===== src/rtl/min_max_finder_param_if.sv =====
`default_nettype none
// ============================================================================
//  Module      : min_max_finder_param_if
//  Description : Bus bundle for min_max_finder_param: array write port,
//                scan start, scan results and state flags.
//  Revision    : 1.0 - initial release
// ============================================================================
interface min_max_finder_param_if #(
    parameter int WIDTH = 8,
    parameter int DEPTH = 16
);
    localparam int AW = $clog2(DEPTH);

    // Array write port and scan request
    logic             Wr_en;
    logic [AW-1:0]    Wr_addr;
    logic [WIDTH-1:0] Wr_data;
    logic             Start;

    // Scan results
    logic [WIDTH-1:0] Max;
    logic [WIDTH-1:0] Min;
    logic [AW-1:0]    Max_idx;
    logic [AW-1:0]    Min_idx;

    // Status and one-hot state flags
    logic             Done;
    logic             Busy;
    logic             Qi;
    logic             Ql;
    logic             Qc;
    logic             Qd;

    // Side that loads the array, starts scans and consumes results
    modport master (
        output Wr_en, Wr_addr, Wr_data, Start,
        input  Max, Min, Max_idx, Min_idx, Done, Busy, Qi, Ql, Qc, Qd
    );

    // Side that implements the finder
    modport slave (
        input  Wr_en, Wr_addr, Wr_data, Start,
        output Max, Min, Max_idx, Min_idx, Done, Busy, Qi, Ql, Qc, Qd
    );
endinterface
`default_nettype wire


===== src/rtl/min_max_finder_param.sv =====
`default_nettype none
// ============================================================================
//  Module      : min_max_finder_param
//  Description : Parametrised min/max finder. Holds a DEPTH x WIDTH register
//                array loaded through a write port; on Start it scans the
//                array once (one element per clock, two comparators) and
//                reports maximum, minimum and the earliest index of each.
//                Comparison is unsigned or two's complement by parameter.
//  Revision    : 1.0 - initial release
// ============================================================================
module min_max_finder_param #(
    parameter int WIDTH       = 8,
    parameter int DEPTH       = 16,
    parameter int SIGNED_MODE = 0
) (
    input  wire logic              Clk,
    input  wire logic              Reset_n,
    min_max_finder_param_if.slave  bus
);

    // Index width is derived from the array depth and never overridden.
    localparam int AW = $clog2(DEPTH);

    // Last index visited by the scan; the index counter stops here, so it
    // never wraps within a scan.
    localparam logic [AW-1:0] c_LAST_IDX = AW'(DEPTH - 1);

    // One-hot state encoding. Bit positions double as the Q flag decode.
    localparam logic [3:0] c_ST_INI  = 4'b0001;
    localparam logic [3:0] c_ST_LOAD = 4'b0010;
    localparam logic [3:0] c_ST_CMP  = 4'b0100;
    localparam logic [3:0] c_ST_DONE = 4'b1000;

    localparam int c_BIT_INI  = 0;
    localparam int c_BIT_LOAD = 1;
    localparam int c_BIT_CMP  = 2;
    localparam int c_BIT_DONE = 3;

    logic [3:0]       r_state;
    logic [3:0]       w_state_nxt;

    // Element storage: deliberately without reset so it can map to plain
    // registers or a small RAM.
    logic [WIDTH-1:0] r_mem [DEPTH];

    logic [AW-1:0]    r_idx;
    logic [WIDTH-1:0] r_max;
    logic [WIDTH-1:0] r_min;
    logic [AW-1:0]    r_max_idx;
    logic [AW-1:0]    r_min_idx;

    logic [WIDTH-1:0] w_elem;
    logic             w_elem_gt;
    logic             w_elem_lt;
    logic             w_busy;
    logic             w_done;
    logic             w_last;

    // Element currently under comparison.
    assign w_elem = r_mem[r_idx];
    assign w_last = (r_idx == c_LAST_IDX);

    // Status flags come straight from the one-hot state bits.
    assign w_busy = r_state[c_BIT_LOAD] | r_state[c_BIT_CMP];
    assign w_done = r_state[c_BIT_DONE];

    // Both comparators look at the registered Max/Min, so the max and min
    // decisions for an element are independent of each other. Strict
    // comparisons keep ties from updating, which yields the earliest index.
    generate
        if (SIGNED_MODE != 0) begin : g_signed_cmp
            assign w_elem_gt = ($signed(w_elem) > $signed(r_max));
            assign w_elem_lt = ($signed(w_elem) < $signed(r_min));
        end else begin : g_unsigned_cmp
            assign w_elem_gt = (w_elem > r_max);
            assign w_elem_lt = (w_elem < r_min);
        end
    endgenerate

    // State register; reset parks the controller in INI at any time.
    always_ff @(posedge Clk or negedge Reset_n) begin
        if (!Reset_n) begin
            r_state <= c_ST_INI;
        end else begin
            r_state <= w_state_nxt;
        end
    end

    // Next-state selection; any illegal encoding recovers to INI.
    always_comb begin
        w_state_nxt = c_ST_INI;
        case (r_state)
            c_ST_INI:  w_state_nxt = bus.Start ? c_ST_LOAD : c_ST_INI;
            c_ST_LOAD: w_state_nxt = c_ST_CMP;
            c_ST_CMP:  w_state_nxt = w_last ? c_ST_DONE : c_ST_CMP;
            c_ST_DONE: w_state_nxt = c_ST_INI;
            default:   w_state_nxt = c_ST_INI;
        endcase
    end

    // Array write port: writes only land while no scan is in progress so
    // the scanned data is stable; writes during LOAD/CMP are dropped.
    always_ff @(posedge Clk) begin
        if (bus.Wr_en && !w_busy) begin
            r_mem[bus.Wr_addr] <= bus.Wr_data;
        end
    end

    // Scan datapath: seed from element 0, then fold in one element per clock.
    // Results hold through DONE and INI until the next LOAD reseeds them.
    always_ff @(posedge Clk or negedge Reset_n) begin
        if (!Reset_n) begin
            r_idx     <= '0;
            r_max     <= '0;
            r_min     <= '0;
            r_max_idx <= '0;
            r_min_idx <= '0;
        end else begin
            case (r_state)
                c_ST_INI: begin
                    r_idx <= '0;
                end
                c_ST_LOAD: begin
                    r_max     <= r_mem[0];
                    r_min     <= r_mem[0];
                    r_max_idx <= '0;
                    r_min_idx <= '0;
                    r_idx     <= AW'(1);
                end
                c_ST_CMP: begin
                    if (w_elem_gt) begin
                        r_max     <= w_elem;
                        r_max_idx <= r_idx;
                    end
                    if (w_elem_lt) begin
                        r_min     <= w_elem;
                        r_min_idx <= r_idx;
                    end
                    if (!w_last) begin
                        r_idx <= r_idx + AW'(1);
                    end
                end
                default: begin
                    r_idx <= r_idx;
                end
            endcase
        end
    end

    // Drive the result and status side of the bus.
    assign bus.Max     = r_max;
    assign bus.Min     = r_min;
    assign bus.Max_idx = r_max_idx;
    assign bus.Min_idx = r_min_idx;
    assign bus.Done    = w_done;
    assign bus.Busy    = w_busy;
    assign bus.Qi      = r_state[c_BIT_INI];
    assign bus.Ql      = r_state[c_BIT_LOAD];
    assign bus.Qc      = r_state[c_BIT_CMP];
    assign bus.Qd      = r_state[c_BIT_DONE];

endmodule
`default_nettype wire


===== src/flat_wrapper.sv =====
// flat-port wrapper written by rule: the top's interface ports become plain ports
module min_max_finder_param_flat 
#(
    parameter int WIDTH       = 8,
    parameter int DEPTH       = 16,
    parameter int SIGNED_MODE = 0
)
  (Clk, Reset_n, bus_Wr_en, bus_Wr_addr, bus_Wr_data, bus_Start, bus_Max, bus_Min, bus_Max_idx, bus_Min_idx, bus_Done, bus_Busy, bus_Qi, bus_Ql, bus_Qc, bus_Qd);
  min_max_finder_param_if #(.WIDTH(WIDTH), .DEPTH(DEPTH)) bus_i ();
  input  wire logic Clk;
  input  wire logic Reset_n;
  input wire logic [$bits(bus_i.Wr_en)-1:0] bus_Wr_en;
  input wire logic [$bits(bus_i.Wr_addr)-1:0] bus_Wr_addr;
  input wire logic [$bits(bus_i.Wr_data)-1:0] bus_Wr_data;
  input wire logic [$bits(bus_i.Start)-1:0] bus_Start;
  output wire logic [$bits(bus_i.Max)-1:0] bus_Max;
  output wire logic [$bits(bus_i.Min)-1:0] bus_Min;
  output wire logic [$bits(bus_i.Max_idx)-1:0] bus_Max_idx;
  output wire logic [$bits(bus_i.Min_idx)-1:0] bus_Min_idx;
  output wire logic [$bits(bus_i.Done)-1:0] bus_Done;
  output wire logic [$bits(bus_i.Busy)-1:0] bus_Busy;
  output wire logic [$bits(bus_i.Qi)-1:0] bus_Qi;
  output wire logic [$bits(bus_i.Ql)-1:0] bus_Ql;
  output wire logic [$bits(bus_i.Qc)-1:0] bus_Qc;
  output wire logic [$bits(bus_i.Qd)-1:0] bus_Qd;
  assign bus_i.Wr_en = bus_Wr_en;
  assign bus_i.Wr_addr = bus_Wr_addr;
  assign bus_i.Wr_data = bus_Wr_data;
  assign bus_i.Start = bus_Start;
  assign bus_Max = bus_i.Max;
  assign bus_Min = bus_i.Min;
  assign bus_Max_idx = bus_i.Max_idx;
  assign bus_Min_idx = bus_i.Min_idx;
  assign bus_Done = bus_i.Done;
  assign bus_Busy = bus_i.Busy;
  assign bus_Qi = bus_i.Qi;
  assign bus_Ql = bus_i.Ql;
  assign bus_Qc = bus_i.Qc;
  assign bus_Qd = bus_i.Qd;
  min_max_finder_param #(.WIDTH(WIDTH), .DEPTH(DEPTH), .SIGNED_MODE(SIGNED_MODE)) u_core (.Clk(Clk), .Reset_n(Reset_n), .bus(bus_i));
endmodule

===== config.mk =====
export PLATFORM = sky130hd
export DESIGN_NAME = min_max_finder_param_flat
export DESIGN_NICKNAME = d
export VERILOG_FILES = /design/src/rtl/min_max_finder_param_if.sv /design/src/rtl/min_max_finder_param.sv /design/src/flat_wrapper.sv
export SDC_FILE = /design/constraint.sdc
export NUM_CORES = 1
export LEC_CHECK = 0
export CORE_UTILIZATION = 60
export CTS_BUF_LIST = sky130_fd_sc_hd__clkbuf_8
export DETAILED_ROUTE_END_ITERATION = 7
export GPL_TIMING_DRIVEN = 0
export PLACE_DENSITY = 0.77
export SYNTH_ARGS = -nofsm -noshare
export SYNTH_HDL_FRONTEND = slang
export SYNTH_SLANG_ARGS = --single-unit

===== constraint.sdc =====
create_clock -name Clk -period 8.4 [get_ports Clk]
set_input_delay 2.52 -clock Clk [delete_from_list [all_inputs] [get_ports Clk]]
set_output_delay 2.52 -clock Clk [all_outputs]
set_load 0.05 [all_outputs]

Word level (Yosys, flattened, before mapping)
Memories as Yosys holds them, arrays and structs flattened.
Cells that the tools add are included.

word-level totals
  RAM bits = 128
  bits of input ports = 16
  flip-flop bits (word level) = 32
  output and inout bits = 30
  logic and storage cells = 40
  memories = 1

operators by class
  reductions and logical operators = 7
  $add $sub $neg = 1
  equal/unequal tests = 7
  bitwise gates (word level) = 1
  mux-type cells = 15
  $lt $le $gt $ge = 2

memories
  name          words  bits a word  read ports  clocked after Yosys merged registers in  write ports  RTL line                    RTL
  u_core.r_mem  16     8            2           0                                        1            min_max_finder_param.sv:44  logic [WIDTH-1:0] r_mem [DEPTH];

operators by type and width
  operator                                                                  number
  8-bit case mux with 2 select lines                                        2
  4-bit case mux with 3 select lines                                        2
  4-bit two-way mux                                                         4
  8-bit two-way mux                                                         2
  4-bit case mux with 2 select lines                                        2
  8-bit > comparator                                                        1
  8-bit less-than comparator                                                1
  2-bit AND reduction                                                       3
  4-bit by 1-bit adder with 4-bit output (second input constant)            1
  4-bit by 1-bit == test with 1-bit output (second input constant)          1
  4-bit by 2-bit == test with 1-bit output (second input constant)          1
  4-bit by 3-bit == test with 1-bit output (second input constant)          1
  4-bit == test (second input constant)                                     1
  2-bit by 1-bit inequality test with 1-bit output (second input constant)  2
  3-bit nonzero test                                                        1
  1-bit two-way mux                                                         2
  2-bit two-way mux                                                         1
  2-bit inequality test (second input constant)                             1
  2-bit nonzero test                                                        1
  1-bit logical AND                                                         1
  1-bit logical NOT                                                         1
  1-bit bitwise OR                                                          1

Longest topological paths before layout
Gate-level depths: netlist of run 1.

  depth in word-level cells = 5
  gate-level depth with buffers = 12
  gate-level depth less buffers = 10

Least setup slack after synthesis of run 1
No wires, ideal clock.

  kind = input to register
  start point = input port bus_Wr_addr[3]
  end point = memory u_core.r_mem[0][0] (enable)
  path buffers = 0
  arrival = 3.551 ns
  setup time = 0.383 ns
  path slack = 4.465 ns
  data required time = 8.017 ns
  stages on the path = 2
  path through = or3_1 > nor3_1

RTL lines
  element      RTL line                    RTL
  from (decl)  flat_wrapper.sv:13          input wire logic [$bits(bus_i.Wr_addr)-1:0] bus_Wr_addr;
  to (decl)    min_max_finder_param.sv:44

No word-level cell before the write port.

Final worst setup path of run 1
  start point = register u_core.r_state[1]
  end point = output port bus_Busy

on the way
  cells in the longest elaborated chain, start to end = 1

RTL lines
  element                 RTL line                    RTL
  from (decl)             min_max_finder_param.sv:39  logic [3:0] r_state;
  from (signal assigned)  min_max_finder_param.sv:83  r_state <= c_ST_INI;
  from (signal assigned)  min_max_finder_param.sv:85  r_state <= w_state_nxt;
  1-bit bitwise OR        min_max_finder_param.sv:64  assign w_busy = r_state[c_BIT_LOAD] | r_state[c_BIT_CMP];
  to (decl)               flat_wrapper.sv:21          output wire logic [$bits(bus_i.Busy)-1:0] bus_Busy;

Every way passes these cells.

==> results of run 1 <==
kinds of logic after synthesis:
| kind of cell | Yosys count |
|---|---|
| xor gates and xnor gates | 3 |
| muxes | 63 |
| buffers and inverters | 40 |
| adders and majority gates | 16 |
| DFF | 160 |
| and+or+nand+nor | 81 |
| AOI/OAI and AO/OA | 26 |
stage by stage:
| stage | total power (uW) | area (sq um) |
|---|---|---|
| final | 2360 | 7800 |
| after global routing | 2470 | 7800 |
| after CTS | 2370 | 7790 |
| after detailed placement | 1850 | 7420 |
| after global placement | 1830 | 7400 |
| after floorplan | 1600 | 6780 |
layout by cell type (no fill, tap or decap), types with 3 or more instances in the layout:
master | Yosys | final
dfrtp_1 | 31 | 31
o21ai_0 | 13 | 13
buf_2 | 4 | 4
ha_1 | 16 | 16
nor2b_1 | 3 | 3
clkinvlp_4 | 0 | 4
inv_6 | 0 | 5
nand3_1 | 7 | 7
nand2_1 | 32 | 32
mux2i_1 | 6 | 6
mux2_2 | 10 | 10
nor3_1 | 8 | 6
edfxtp_1 | 128 | 128
clkdlybuf4s50_1 | 0 | 45
mux2_4 | 8 | 8
mux4_2 | 39 | 39
clkbuf_8 | 0 | 17
nand4_1 | 5 | 5
inv_1 | 23 | 25
o21a_1 | 3 | 3
nor2_1 | 19 | 19
clkbuf_1 | 7 | 7
state kept, by name, summed over array words and instances, names as in the netlist:
name                count
u_core.r_mem          128
u_core.bus.Max          8
u_core.bus.Min          8
u_core.bus.Max_idx      4
u_core.bus.Min_idx      4
u_core.r_idx            4
u_core.r_state          4
tightest hold or removal path, cell delays in order (launching register included):
cell	delay (ps)
dfrtp_1	350
nand3_1	60
o21ai_0	70
layer usage:
layer | global-route usage (%) | wire [um]
met4 | 6.95 | 108
met3 | 6.99 | 748
met5 | 0 | 0
met1 | 34.0 | 5470
met2 | 41.0 | 6820
worst paths after layout:
path / slack (ps) / to / start / cells past startpoint
worst min-delay path: 510 / u_core.bus.Min_idx[2] / u_core.bus.Min_idx[2] / 2
worst max-delay path: 3660 / bus_Busy / u_core.r_state[1] / 3
min in group asynchronous: 2430 / u_core.bus.Max[2] / Reset_n / 1
worst min register to register: 510 / u_core.bus.Min_idx[2] / u_core.bus.Min_idx[2] / 2
max in group asynchronous: 5360 / u_core.r_state[0] / Reset_n / 2
worst max register to register: 3770 / u_core.bus.Max[1] / u_core.r_idx[1] / 12
cell type report:
class	count	share of cell area, %
Tap cell	140	2.25
Sequential cell	160	59.6
Buffer	17	1.17
Multi-Input combinational cell	189	25.2
Timing Repair Buffer	46	5.97
Clock inverter	15	1.73
Inverter	23	1.11
Clock buffer	17	3.00
where the power goes:
part,internal [uW],switching [uW],total [uW]
sequential,924,49.7,974
clock,237,289,526
combinational,368,488,856
==> metrics.md, run 1 <==
| Metric | Value |
|---|---|
| Setup Skew | 9.96 ps |
| Clock-pin slew on the worst setup and hold paths | 80 ps |
| Cells after Synth | 389 |
| Routed Antenna Nets | 0 |
| Max-slew headroom | 17.4% |
| CP endpoint kind | output port |
| Ys flop type | edfxtp_1 |
| # clock sinks | 160 |
| Die X | 108 um |
| Number of diodes | 0 |
| Compound-Gate Fraction of Synth Area | 2.75% |
| Chip height | 108 um |
| Resized cells post-CTS | 0 |
| Initial Utilization | 62.0% |
| GRT overflow | 0 |
| Worst-margin pin slew | 1230 ps |
| Vias in the first global route | 3662 |
| H-Tree Depth | 4 |
| Clk_lat worst skew | 460 ps |
| Placer congestion estimate | 0.835 |
| Die area | 11700 sq um |
| FP Rows | 38 |
| Leak | 0.00273 uW |
| Initial antenna violation count | 0 |
| Vias post-DR | 3663 |
| Sequential element share of the synthesized area | 68.6% |
| Hold Vio Cnt, Final | 0 |
| DP Wirelength | 9160 um |
| GRT Total Usage | 25.2% |
| Syn_nets | 421 |
| Critical Path Source Type | flip-flop |
| Number of max-cap violations | 0 |
| # hold bufs at CTS | 0 |
| Drt drc | 0 |
| Most frequent cells after synthesis | edfxtp_1, mux4_2, nand2_1, dfrtp_1, inv_1 |
| EDFF count, synth | 128 |
| Final worst slack | 3660 ps |
| Worst Path Arrival | 2220 ps |
| Finished Core Util | 71.3% |
| Fin Hold WS | 512 ps |
| CORE AREA | 10900 sq um |
| Register area | 4650 sq um |
| Largest delay share family, worst path | buffers and inverters |
| Share of layout cells above drive strength 1 | 21.8% |
| Cell variety after synth | 40 |
| Worst Path Max Fanout | 8 |
| P per Cell Area | 302 nW/um^2 |
| Drt total wl | 13100 um |
| Fin cells | 607 |
| Routed WL per cell | 21.6 um |
| Yosys top cell by area | edfxtp_1 |
| CP bufs+invs | 2 |
| Peak VDD IR | 0.235 mV |
| Final setup viols | 0 |
| Mux cell area share after synthesis | 17.3% |
| Slowest stage cell, crit path | clkdlybuf4s50_1 |
| Port Buffers | 45 |
| Critical path cell sequence | nor2_1, inv_1, clkdlybuf4s50_1 |
| Post-Synth Simple-Gate Area | 5.45% |
| Mean Syn Cell Area | 17.4 sq um |
| Worst Hold Class | flip-flop to flip-flop |
| Pre-CTS setup slack | 3430 ps |
| Unrepaired setup endpoints after global routing | false |
| Post-Synth Adder-Cell Area | 2.95% |
| CTS tree | yes |
| Total negative slack | 0 ps |
| Post-CTS Setup Repair Bufs | 0 |
| Largest net degree at the start of global routing | 22 |
| Multi-input combinational cell area | 1960 sq um |
| Seq cells post-synth | 160 |
| DP Cell Count | 575 |
| CP Class | flip-flop to output port |
| # IOs | 46 |
| First-pass GRT wire length | 20400 um |
| CTS buffer count | 17 |
| Tmin final | 4740 ps |
| Asr flop ratio synth | 20.0% |
| Number of fill cells | 747 |
| Warnings from Yosys | 0 |
| Syn Std Cell Area | 6780 sq um |
| Synthesis-to-finish area growth | 15.0% |
| Post-Synth XOR/XNOR Area | 0.388% |
| Initial DRC count | 317 |
| Nets | 486 |
| Period utilization | 56.4% |
| Clock Path Buffers | 2 |
| Most common cell in the netlist | edfxtp_1 |
| TritonRoute pass-1 iters | 4 |
| Status | finished clean |
| Crit path required time | 5880 ps |
| Worst path max stage delay | 730 ps |
| Leading post-synthesis cells by cell area | edfxtp_1, mux4_2, dfrtp_1, ha_1, mux2_4 |
| Clk root buf | clkbuf_8 |
| F_max | 211 MHz |
| Slew Viols, Final | 0 |
| Top-area cell type share of the netlist area | 56.7% |
| Combinational family with the most area after synthesis | multiplexers |
| Vias per cell | 6.03 |
Power figures use the tool's default switching activity.
==> inputs of run 2 (changes only) <==
Settings changed: CORE_UTILIZATION 60 to 55, PLACE_DENSITY 0.77 to 0.74.
Clock period 8.4 ns to 4.1 ns, I/O delays scaled along.
==> metrics.md, run 2 (synthesized netlist as in run 1, its figures left out) <==
| Metric | Value |
|---|---|
| Initial antenna violation count | 0 (unchanged) |
| P per Cell Area | 629 nW/um^2 (was 302 nW/um^2) |
| CORE AREA | 12000 sq um (was 10900 sq um) |
| Largest net degree at the start of global routing | 33 (was 22) |
| Crit path required time | 4440 ps (was 5880 ps) |
| Setup Skew | 9.26 ps (was 9.96 ps) |
| # clock sinks | 160 (unchanged) |
| Vias per cell | 5.95 (was 6.03) |
| Chip height | 113 um (was 108 um) |
| Number of flip-flops in the largest register | 128 (unchanged) |
| Period utilization | 94.5% |
| Max-slew headroom | 9.34% (was 17.4%) |
| Routed Antenna Nets | 0 (unchanged) |
| CP endpoint kind | flip-flop (was output port) |
| Slowest stage cell, crit path | dfrtp_1 (was clkdlybuf4s50_1) |
| Share of layout cells above drive strength 1 | 23.1% (was 21.8%) |
| CP endpoint | u_core.bus.Max[6] (was bus_Busy) |
| Peak VDD IR | 0.304 mV (was 0.235 mV) |
| Worst-margin pin slew | 1350 ps (was 1230 ps) |
| Hold Vio Cnt, Final | 0 (unchanged) |
| Vias post-DR | 3652 (was 3663) |
| Met2 WL | 6810 um (was 6820 um) |
| Initial Utilization | 56.4% (was 62.0%) |
| Worst Reg2Reg Path Length in Cells | 11 (was 12) |
| R2R Setup Slk | 230 ps (was 3770 ps) |
| Leak | 0.00276 uW (was 0.00273 uW) |
| Initial DRC count | 302 (was 317) |
| Top Layer Used | met4 (unchanged) |
| Critical Path Source Type | flip-flop (unchanged) |
| Met1 Wirelength | 5650 um (was 5470 um) |
| Reg2Reg Capture Point | u_core.bus.Max[6] (was u_core.bus.Max[1]) |
| Critical path cell sequence | clkbuf_2, mux4_2, mux4_2, ha_1, nor2b_1, nor3_1, o21ai_0, a221oi_1, o21a_1, buf_4, mux2_2 (was nor2_1, inv_1, clkdlybuf4s50_1) |
| Clk_lat worst skew | 450 ps (was 460 ps) |
| First-pass GRT wire length | 21500 um (was 20400 um) |
| Drt total wl | 13500 um (was 13100 um) |
| DR WL met3 | 755 um (was 748 um) |
| Dpl cell area | 7410 sq um (was 7420 sq um) |
| CP dominant cell by count | mux4_2 |
| Final setup viols | 0 (unchanged) |
| F_max | 258 MHz |
| H-Tree Depth | 4 (unchanged) |
| DP Wirelength | 9510 um (was 9160 um) |
| TritonRoute pass-1 iters | 5 (was 4) |
| Die area | 12800 sq um (was 11700 sq um) |
| Clock-pin slew on the worst setup and hold paths | 80 ps (about the same) |
| Number of diodes | 0 (unchanged) |
| Port Buffers | 45 (unchanged) |
| Worst R2R Start | u_core.r_idx[1] (unchanged) |
| Worst Path Max Fanout | 10 (was 8) |
| Tmin final | 3870 ps |
| Total negative slack | 0 ps (unchanged) |
| Number of max-cap violations | 0 (unchanged) |
| Routed WL per cell | 22.0 um (was 21.6 um) |
| Nets | 486 (unchanged) |
| Unrepaired setup endpoints after global routing | false (unchanged) |
| Top reg by flops | u_core.r_mem (unchanged) |
| FP Rows | 40 (was 38) |
| Clk root buf | clkbuf_8 (unchanged) |
| Most common cell after layout, fill and taps aside | edfxtp_1 (unchanged) |
| Drt drc | 0 (unchanged) |
| Placer congestion estimate | 0.892 (was 0.835) |
| CP Class | flip-flop to flip-flop (was flip-flop to output port) |
| Worst Hold Class | flip-flop to flip-flop (unchanged) |
| # IOs | 46 (unchanged) |
| Vias in the first global route | 3786 (was 3662) |
| Clock Path Buffers | 2 (unchanged) |
| GRT overflow | 0 (unchanged) |
| Die X | 113 um (was 108 um) |
| CTS buffer count | 17 (unchanged) |
| CP startpoint | u_core.r_idx[1] (was u_core.r_state[1]) |
| Status | finished clean (unchanged) |
| Commonest cells after routing, fill and taps aside | edfxtp_1, clkdlybuf4s50_1, mux4_2 (unchanged) |
| Slew Viols, Final | 0 (unchanged) |
| Finished Core Util | 65.3% (was 71.3%) |
| Worst path max stage delay | 610 ps (was 730 ps) |
| CTS tree | yes (unchanged) |
| Worst Path Arrival | 4210 ps (was 2220 ps) |
| Final Instance Area | 7850 sq um (was 7800 sq um) |
| Synthesis-to-finish area growth | 15.8% (was 15.0%) |
| GRT Total Usage | 23.8% (was 25.2%) |
-- run 2: where the power goes --
group / leakage [uW] / switching, uW / internal (uW)
registers: 0.00156 / 102 / 1890
clock network: 0.000193 / 596 / 549
logic: 0.00100 / 1010 / 780
total: 0.00276 / 1710 / 3220
-- run 2: timing repair --
| action | in CTS | in global routing |
|---|---|---|
| gates resized for setup | 9 | 3 |
| setup buffers | 0 | 1 |
| endpoints found under the setup margin | 18 | 12 |
| hold buffers | 0 | 0 |
-- run 2: worst min path at each step --
stage | start | endpoint | slack (ps) | cells past startpoint
floorplan | u_core.r_idx[2] | u_core.r_state[3] | 540 | 2
global placement | u_core.bus.Min_idx[2] | u_core.bus.Min_idx[2] | 480 | 2
detailed placement | u_core.bus.Min_idx[1] | u_core.bus.Min_idx[1] | 500 | 2
CTS | u_core.bus.Min_idx[1] | u_core.bus.Min_idx[1] | 520 | 2
global route | u_core.bus.Min_idx[1] | u_core.bus.Min_idx[1] | 530 | 2
finish | u_core.bus.Min_idx[1] | u_core.bus.Min_idx[1] | 510 | 2
-- run 2: through the flow --
step	cells	total power, uW	setup slack [ps]	hold slack (ps)
floorplan	389	3280	340	544
global placement	581	3760	-458	482
detailed placement	581	3810	-573	499
CTS	612	4960	30.3	518
global route	614	5170	38.2	534
finish	614	4930	226	511
-- run 2: area by class of cell --
class,instances,area [sq um]
flip-flops and latches,160,4650
fillers,871,4160
multi-input cells,189,1960
repair buffers,47,460
clock buffers,17,234
well taps,147,184
clock inverters,15,160
plain buffers,16,114
inverters,23,86.3
-- run 2: worst max-delay path, delay by kind of cell (launching register included) --
family | cells | cell delay, ps
mux | 3 | 1280
compound gates | 3 | 660
flops | 1 | 610
simple gates | 2 | 280
buf+inv | 2 | 610
fa+ha+maj | 1 | 310
-- run 2: per-layer routing --
metal,vias to the layer above,GRT usage (%)
li1,1636,-
met5,-,0
met3,25,4.87
met2,141,39.6
met4,0,10.4
met1,1850,30.8
==> inputs of run 3 (changes only) <==
Settings changed: CAP_MARGIN set to 20.
==> metrics.md, run 3 (synthesized netlist as in run 1, its figures left out) <==
| Metric | Value |
|---|---|
| Clk root buf | clkbuf_8 (unchanged) |
| Hold_sp | u_core.bus.Min_idx[1] (unchanged) |
| Port Buffers | 45 (unchanged) |
| Vias in the first global route | 3767 (was 3786) |
| Largest net degree at the start of global routing | 33 (unchanged) |
| DP Wirelength | 9620 um (was 9510 um) |
| Worst Reg2Reg Path Length in Cells | 12 (was 11) |
| Setup Skew | 10.0 ps (was 9.26 ps) |
| Status | finished clean (unchanged) |
| Vias per cell | 5.88 (was 5.95) |
| Period utilization | 94.3% (was 94.5%) |
| Worst Hold Class | flip-flop to flip-flop (unchanged) |
| Worst-margin pin slew | 837 ps (was 1350 ps) |
| Chip height | 113 um (unchanged) |
| Nets | 489 (was 486) |
| F_max | 259 MHz (was 258 MHz) |
| CTS tree | yes (unchanged) |
| P per Cell Area | 629 nW/um^2 (about the same) |
| Critical path cell sequence | buf_6, buf_6, mux4_2, mux4_2, ha_1, nor2b_1, nor3_1, o21ai_0, a221oi_1, o21a_1, buf_4, mux2_2 (was clkbuf_2, mux4_2, mux4_2, ha_1, nor2b_1, nor3_1, o21ai_0, a221oi_1, o21a_1, buf_4, mux2_2) |
| Top reg by flops | u_core.r_mem (unchanged) |
| Critical Path Source Type | flip-flop (unchanged) |
| Final setup viols | 0 (unchanged) |
| GRT Total Usage | 23.9% (was 23.8%) |
| TritonRoute pass-1 iters | 6 (was 5) |
| Clock Path Buffers | 2 (unchanged) |
| Worst path max stage delay | 540 ps (was 610 ps) |
| Initial Utilization | 56.4% (unchanged) |
| Worst Path Arrival | 4200 ps (was 4210 ps) |
| Hold Vio Cnt, Final | 0 (unchanged) |
| Commonest cells after routing, fill and taps aside | edfxtp_1, clkdlybuf4s50_1, mux4_2 (unchanged) |
| Peak VDD IR | 0.295 mV (was 0.304 mV) |
| Worst R2R Start | u_core.r_idx[0] (was u_core.r_idx[1]) |
| Number of max-cap violations | 0 (unchanged) |
| Slew Viols, Final | 0 (unchanged) |
| Worst Path Max Fanout | 10 (unchanged) |
| Vias post-DR | 3627 (was 3652) |
| # IOs | 46 (unchanged) |
| Clk_lat worst skew | 450 ps (about the same) |
| Tmin final | 3870 ps (about the same) |
| Drt drc | 0 (unchanged) |
| Hold path depth | 2 (unchanged) |
| Crit path required time | 4440 ps (about the same) |
| Reg2Reg Capture Point | u_core.bus.Max[6] (unchanged) |
| Clock-pin slew on the worst setup and hold paths | 80 ps (about the same) |
| Final Instance Area | 7860 sq um (was 7850 sq um) |
| Die area | 12800 sq um (unchanged) |
| Share of layout cells above drive strength 1 | 22.8% (was 23.1%) |
| Finished Core Util | 65.4% (was 65.3%) |
| Worst Hold End | u_core.bus.Min_idx[1] (unchanged) |
| # clock sinks | 160 (unchanged) |
| Most common cell after layout, fill and taps aside | edfxtp_1 (unchanged) |
| R2R Setup Slk | 230 ps (about the same) |
| GRT overflow | 0 (unchanged) |
| CTS buffer count | 17 (unchanged) |
| Synthesis-to-finish area growth | 16.0% (was 15.8%) |
| Placer congestion estimate | 0.892 (unchanged) |
| # hold bufs at CTS | 0 (unchanged) |
| Number of diodes | 0 (unchanged) |
| Initial DRC count | 311 (was 302) |
| H-Tree Depth | 4 (unchanged) |
| First-pass GRT wire length | 21300 um (was 21500 um) |
| FP Rows | 40 (unchanged) |
| Unrepaired setup endpoints after global routing | false (unchanged) |
| CP Class | flip-flop to flip-flop (unchanged) |
| CORE AREA | 12000 sq um (unchanged) |
| Die X | 113 um (unchanged) |
| Slowest stage cell, crit path | mux4_2 (was dfrtp_1) |
| Initial antenna violation count | 1 (was 0) |
| Leak | 0.00279 uW (was 0.00276 uW) |
| Pwr Total | 4940 uW (was 4930 uW) |
| Number of flip-flops in the largest register | 128 (unchanged) |
| Routed WL per cell | 22.1 um (was 22.0 um) |
| Max-slew headroom | 44.0% (was 9.34%) |
| Drt total wl | 13600 um (was 13500 um) |
| CP endpoint kind | flip-flop (unchanged) |
| Dpl cell area | 7430 sq um (was 7410 sq um) |
| Routed Antenna Nets | 0 (unchanged) |
[run 3: report_power, final]
part	internal [uW]	switching, uW	total (uW)	leakage, uW
clock	587	550	1140	0.000208
sequential	1890	106	2000	0.00156
combinational	785	1020	1800	0.00102
[run 3: critical path, delay by kind of cell, from the launching register on]
| family | cells | cell delay (ps) |
|---|---|---|
| muxes | 3 | 1440 |
| DFF | 1 | 390 |
| and+or+nand+nor | 2 | 270 |
| AOI/OAI and AO/OA | 3 | 660 |
| buffers and inverters | 3 | 670 |
| adders and majority gates | 1 | 310 |
[run 3: what timing repair did]
item / 4_1_cts / 5_1_grt
endpoints found under the setup margin: 18 / 14
setup buffers: 0 / 1
hold endpoints to repair: 0 / 0
gates resized for setup: 9 / 4
gates cloned: 0 / 0
[run 3: layout make-up]
| cell class | instances | area [sq um] |
|---|---|---|
| repair buffers | 50 | 475 |
| well taps | 147 | 184 |
| clock buffers | 17 | 234 |
| plain buffers | 16 | 118 |
| clock inverters | 15 | 153 |
| multi-input cells | 189 | 1960 |
| flip-flops and latches | 160 | 4650 |
| inverters | 23 | 86.3 |
| fillers | 873 | 4150 |
[run 3: how the worst max path moves through the flow]
stage / from / endpoint / slack (ps)
2_1_floorplan: u_core.r_idx[0] / u_core.bus.Max[1] / 340
3_3_place_gp: u_core.r_idx[1] / u_core.bus.Max[4] / -460
3_5_place_dp: u_core.r_idx[1] / u_core.bus.Max[6] / -550
4_1_cts: u_core.r_idx[0] / u_core.bus.Min[1] / 20
5_1_grt: u_core.r_idx[1] / u_core.bus.Max[6] / 40
6_report: u_core.r_idx[0] / u_core.bus.Max[6] / 230
[run 3: metrics by stage]
stage	worst slack [ps]	setup TNS [ps]	hold slack [ps]	cells
after CTS	22.6	0	517	616
final	233	0	512	617
after detailed placement	-555	-7060	499	585
after floorplan	340	0	544	389
after global placement	-458	-6000	482	581
after global routing	36.6	0	535	617
[run 3: per-layer routing]
layer | share of wire [%] | GRT usage, %
met4 | 2.8 | 11.0
met5 | 0.095 | 0
met2 | 51 | 40.0
met3 | 5.3 | 5.62
met1 | 41 | 29.8
==> patch 1, RTL diff (flow settings as in run 1) <==
`SIGNED_MODE` is set to 0 in 2 places; all go to 1.
--- a/src/rtl/min_max_finder_param.sv
+++ b/src/rtl/min_max_finder_param.sv
@@ -11,7 +11,7 @@
 module min_max_finder_param #(
     parameter int WIDTH       = 8,
     parameter int DEPTH       = 16,
-    parameter int SIGNED_MODE = 0
+    parameter int SIGNED_MODE = 1
 ) (
     input  wire logic              Clk,
     input  wire logic              Reset_n,
--- a/src/flat_wrapper.sv
+++ b/src/flat_wrapper.sv
@@ -3,7 +3,7 @@
 #(
     parameter int WIDTH       = 8,
     parameter int DEPTH       = 16,
-    parameter int SIGNED_MODE = 0
+    parameter int SIGNED_MODE = 1
 )
   (Clk, Reset_n, bus_Wr_en, bus_Wr_addr, bus_Wr_data, bus_Start, bus_Max, bus_Min, bus_Max_idx, bus_Min_idx, bus_Done, bus_Busy, bus_Qi, bus_Ql, bus_Qc, bus_Qd);
   min_max_finder_param_if #(.WIDTH(WIDTH), .DEPTH(DEPTH)) bus_i ();
Behaviour: not the same (a bounded check fails within 4 cycles, from zero or initial values and one cycle with Reset_n low).
==> patch 1 against run 1 <==
Via count increased by 7.4%. Hold slack worse by 0.013 ns. Design area rose by 1.2%. Sequential cell count unchanged. Non-clock buffer count rose by 1. Setup slack got worse by 0.26 ns. Routed wire length rose by 9.0%. Cell count is 5.4% higher. Sequential power about the same. Synthesized area grew 0.96%. Total power rose by 6.1%. Critical path depth increased by 11. First-iteration DRC count is 0.63% lower.
==> patch 1: results (changes against run 1) <==
RR Endpoint u_core.bus.Min[6]; worst slew pin tran 1.33 ns (+0.102 ns); placed cell areas 7460 um^2 (+0.61%); Compound-Gate Fraction of Synth Area 6.57% (+3.8 points); dpl ws 3.50 ns (+0.0787 ns); post-synthesis mux area share 12.6% (-4.7 points); r2r setup slk 3.41 ns (-0.36 ns); placed instance count 608 (+5.7%); hold path cells 1 (-1); CP Max Fanout 10 (+2); fin nets 519 (+6.8%); status completed; worst hold path endpoint u_core.bus.Max_idx[0]; post-route insts no fill 640 (+5.4%); GPL Wtd Cong 0.913 (+9.3%); FF-to-FF path depth 14 (+2); Synth Area in Adders 2.93% (-0.028 points); Synth area leaders edfxtp_1 (56%), dfrtp_1 (11%), mux4_2 (11%); first-pass GRT wire length 21.9 mm (+7.3%); GRT Util Overall 27.0% (+1.7 points); Final Skew 0.0133 ns (+0.00332 ns); Yosys cell types 49 (+23%); layout cells sized above 1 16.2% (-5.6 points); DR iter-0 viols 315 (-0.63%); Critical Path AT 5.33 ns (+3.11 ns); DRT Wirelength 14.3 mm (+9.0%); hold path start u_core.bus.Max_idx[0]; fillers 709 (-5.1%); sequential area share after synthesis 67.9% (-0.65 points); via count 3,935 (+7.4%); dpl hpwl 9.89 mm (+7.9%); XOR/XNOR Fraction of Synth Area 0.384% (-0.0037 points); Leakage Power 2.85 nW (+4.1%)
-- patch 1: cell count changes after synthesis, moves of 6 or more --
cell | before | now
mux2i_1 | 6 | 12
a21oi_1 | 1 | 11
mux2_4 | 8 | 0
mux4_2 | 39 | 32
a221oi_1 | 1 | 8
inv_1 | 23 | 35
mux2_2 | 10 | 1
nor2_1 | 19 | 38
a22o_1 | 1 | 8
a221o_1 | 0 | 7
o21ai_0 | 13 | 6
nand2_1 | 32 | 12
-- patch 1: per-layer routing --
layer  vias to the layer above  wire length (um)  share of wire, %  global-route usage (%)
met1                      1990              5880                41                    34.0
met5                         -                 0                 0                       0
met4                         0               427               3.0                    13.3
met2                       149              7140                50                    43.4
li1                       1767                 -                 -                       -
met3                        29               869               6.1                    7.41
-- patch 1: worst max-delay path by stage --
stage	from	to	slack, ns	cells after the start
6_report	u_core.r_idx[1]	u_core.bus.Min[6]	3.41	14
5_1_grt	u_core.r_idx[1]	u_core.bus.Min[5]	3.08	14
4_1_cts	u_core.r_idx[1]	u_core.bus.Min[3]	3.47	14
3_5_place_dp	u_core.r_idx[1]	u_core.bus.Min[2]	3.50	14
3_3_place_gp	u_core.r_idx[1]	u_core.bus.Min[3]	3.50	14
2_1_floorplan	bus_Wr_addr[3]	u_core.r_mem[0][0]	4.47	2
-- patch 1: final cells by class --
class,count,area [um^2],area share [%]
clock buffer,17,234,2.97
tap,140,175,2.22
sequential,160,4650,58.9
clock inverter,15,193,2.44
buffer,19,106,1.35
multi-input combinational,208,1950,24.8
timing repair buffer,45,445,5.65
inverter,36,135,1.71
-- patch 1: cells by family after synthesis --
family,after synthesis
flops,160
simple gates,83
compound gates,60
buf+inv,55
mux,46
fa+ha+maj,16
xor+xnor,3
-- patch 1: per-stage QoR --
stage                     hold slack (ns)  utilization [%]
after floorplan                     0.502                -
after global placement              0.474             68.0
after detailed placement            0.485             67.9
after CTS                           0.504             71.8
after global routing                0.546             71.8
final                               0.499             71.8
-- patch 1: power breakdown --
group / internal, mW / total [mW] / leakage, nW / switching, mW
clock network: 0.322 / 0.602 / 0.211 / 0.280
logic: 0.370 / 0.924 / 1.07 / 0.553
registers: 0.925 / 0.972 / 1.57 / 0.0471
total: 1.62 / 2.50 / 2.85 / 0.881
-- patch 1: critical path, cell delays in order (launching register included) --
cell and delay, ns:
dfrtp_1 0.36, buf_2 0.28, buf_1 0.54, buf_1 0.55, mux4_2 0.40, a221oi_1 0.66, inv_1 0.19, ha_1 0.35
o21ai_0 0.09, a21oi_1 0.21, o2bb2ai_1 0.11, a22oi_2 0.36, clkbuf_1 0.41, nor2_1 0.08, a221o_1 0.27
==> patch 2, RTL diff (settings of run 1) <==
Without the edit above. Reset style: synchronous (`Reset_n`), changed in 2 clocked blocks.
--- a/src/rtl/min_max_finder_param.sv
+++ b/src/rtl/min_max_finder_param.sv
@@ -78,7 +78,7 @@
     endgenerate
 
     // State register; reset parks the controller in INI at any time.
-    always_ff @(posedge Clk or negedge Reset_n) begin
+    always_ff @(posedge Clk) begin
         if (!Reset_n) begin
             r_state <= c_ST_INI;
         end else begin
@@ -108,7 +108,7 @@
 
     // Scan datapath: seed from element 0, then fold in one element per clock.
     // Results hold through DONE and INI until the next LOAD reseeds them.
-    always_ff @(posedge Clk or negedge Reset_n) begin
+    always_ff @(posedge Clk) begin
         if (!Reset_n) begin
             r_idx     <= '0;
             r_max     <= '0;
Check against the original RTL: differs if Reset_n is asserted again (counterexample within 4 cycles, from zero or initial values and one cycle with Reset_n low); with Reset_n held inactive, the same outputs for 4 cycles.
==> patch 2 against run 1 <==
Design area up 2.3%. Setup slack better by 0.15 ns. Synthesized area up 2.0%. Count of clock-buffer cells in the layout unchanged. Critical path depth unchanged. Routed wire length up 6.2%. Die area up 1.9%. Sequential cell count up 4. Synthesized cell count up 14%. Sequential share of layout area down 2.4 points. Critical path type unchanged.
Power is not compared: it rests on default switching activity, and its combinational part moved more than twofold at a synthesized area within 25%.
==> patch 2: results (changes against run 1) <==
routed metal-1 wire length 6.08 mm (+11%); met1 Track Usage GR 35.0% (+1.0 points); top cells by count, synth edfxtp_1 (128), mux2i_1 (44), dfxtp_1 (36); FFs w/ async S/R, synth 0% (-20 points); I/O Buffers 44 (-2.2%); fillers 730 (-2.3%); Multi-In Gates 240 (+27%); drt pass-1 iters 7 (+3); CTS Sinks 164 (+2.5%); worst skew pair latency 0.44 ns (-0.02 ns); GPL Wtd Cong 0.845 (+1.2%); M3 GR Usage 4.62% (-2.4 points); worst slew pin tran 1.34 ns (+0.112 ns); Final Skew 0.00994 ns (-0.0000129 ns); buffer share of cell area 7.15% (+0.012 points); first-pass GRT wire length 21.7 mm (+6.5%); largest net degree at the start of global routing 17 (-23%); met2 routed WL 6.69 mm (-1.9%); Synth area leaders edfxtp_1 (56%), dfxtp_1 (10%), mux4_2 (9.5%); CORE AREA 11,000 um^2 (+0.87%); GRT Util Overall 25.9% (+0.67 points); clock network share of area 5.55% (+0.82 points); DR iter-0 viols 322 (+1.6%); via count 3,985 (+8.8%); status completed
patch 2: cell types whose count changed in the layout (fill, tap and decap cells not counted), moves of 4 or more:
cell and change:
mux2i_1 +38, dfxtp_1 +36, dfrtp_1 -31, mux4_2 -10
nor2_1 +9, a21oi_1 +8, mux2_4 -8, inv_1 -7
o31ai_1 +7, o21ai_0 -6, a211oi_1 +4, and2_1 +4
bufinv_16 +4, clkinvlp_4 -4
patch 2: how the worst max path moves through the flow:
stage | from | end | slack, ns | cells after the start
2_1_floorplan | bus_Wr_addr[3] | u_core.r_mem[0][0] | 4.47 | 2
3_3_place_gp | bus_Wr_en | u_core.r_mem[0][4] | 3.48 | 4
3_5_place_dp | bus_Wr_en | u_core.r_mem[0][4] | 3.47 | 4
4_1_cts | u_core.r_state[2] | bus_Busy | 3.75 | 3
5_1_grt | u_core.r_state[2] | bus_Busy | 3.68 | 3
6_report | u_core.r_state[2] | bus_Busy | 3.81 | 3
patch 2: stage by stage:
| step | std cells | worst slack, ns |
|---|---|---|
| 6_report | 658 | 3.81 |
| 5_1_grt | 658 | 3.68 |
| 4_1_cts | 657 | 3.75 |
| 3_5_place_dp | 626 | 3.47 |
| 3_3_place_gp | 626 | 3.48 |
| 2_1_floorplan | 442 | 4.47 |
patch 2: logic make-up after synthesis:
group	share of synthesized area, %
flip-flops	66.1
AND/OR/NAND/NOR	6.79
multiplexers	17.1
AO/OA/AOI/OAI	4.24
buffers and inverters	2.75
adder cells (fa/ha/maj)	2.90
XOR/XNOR	0.127
patch 2: worst reg2reg max path: cells and delay by family (launching register included):
family	cells	cell delay [ns]
DFF	1	0.39
AOI/OAI and AO/OA	4	0.83
buffers and inverters	2	0.88
and+or+nand+nor	2	0.15
adders and majority gates	1	0.33
muxes	3	0.92
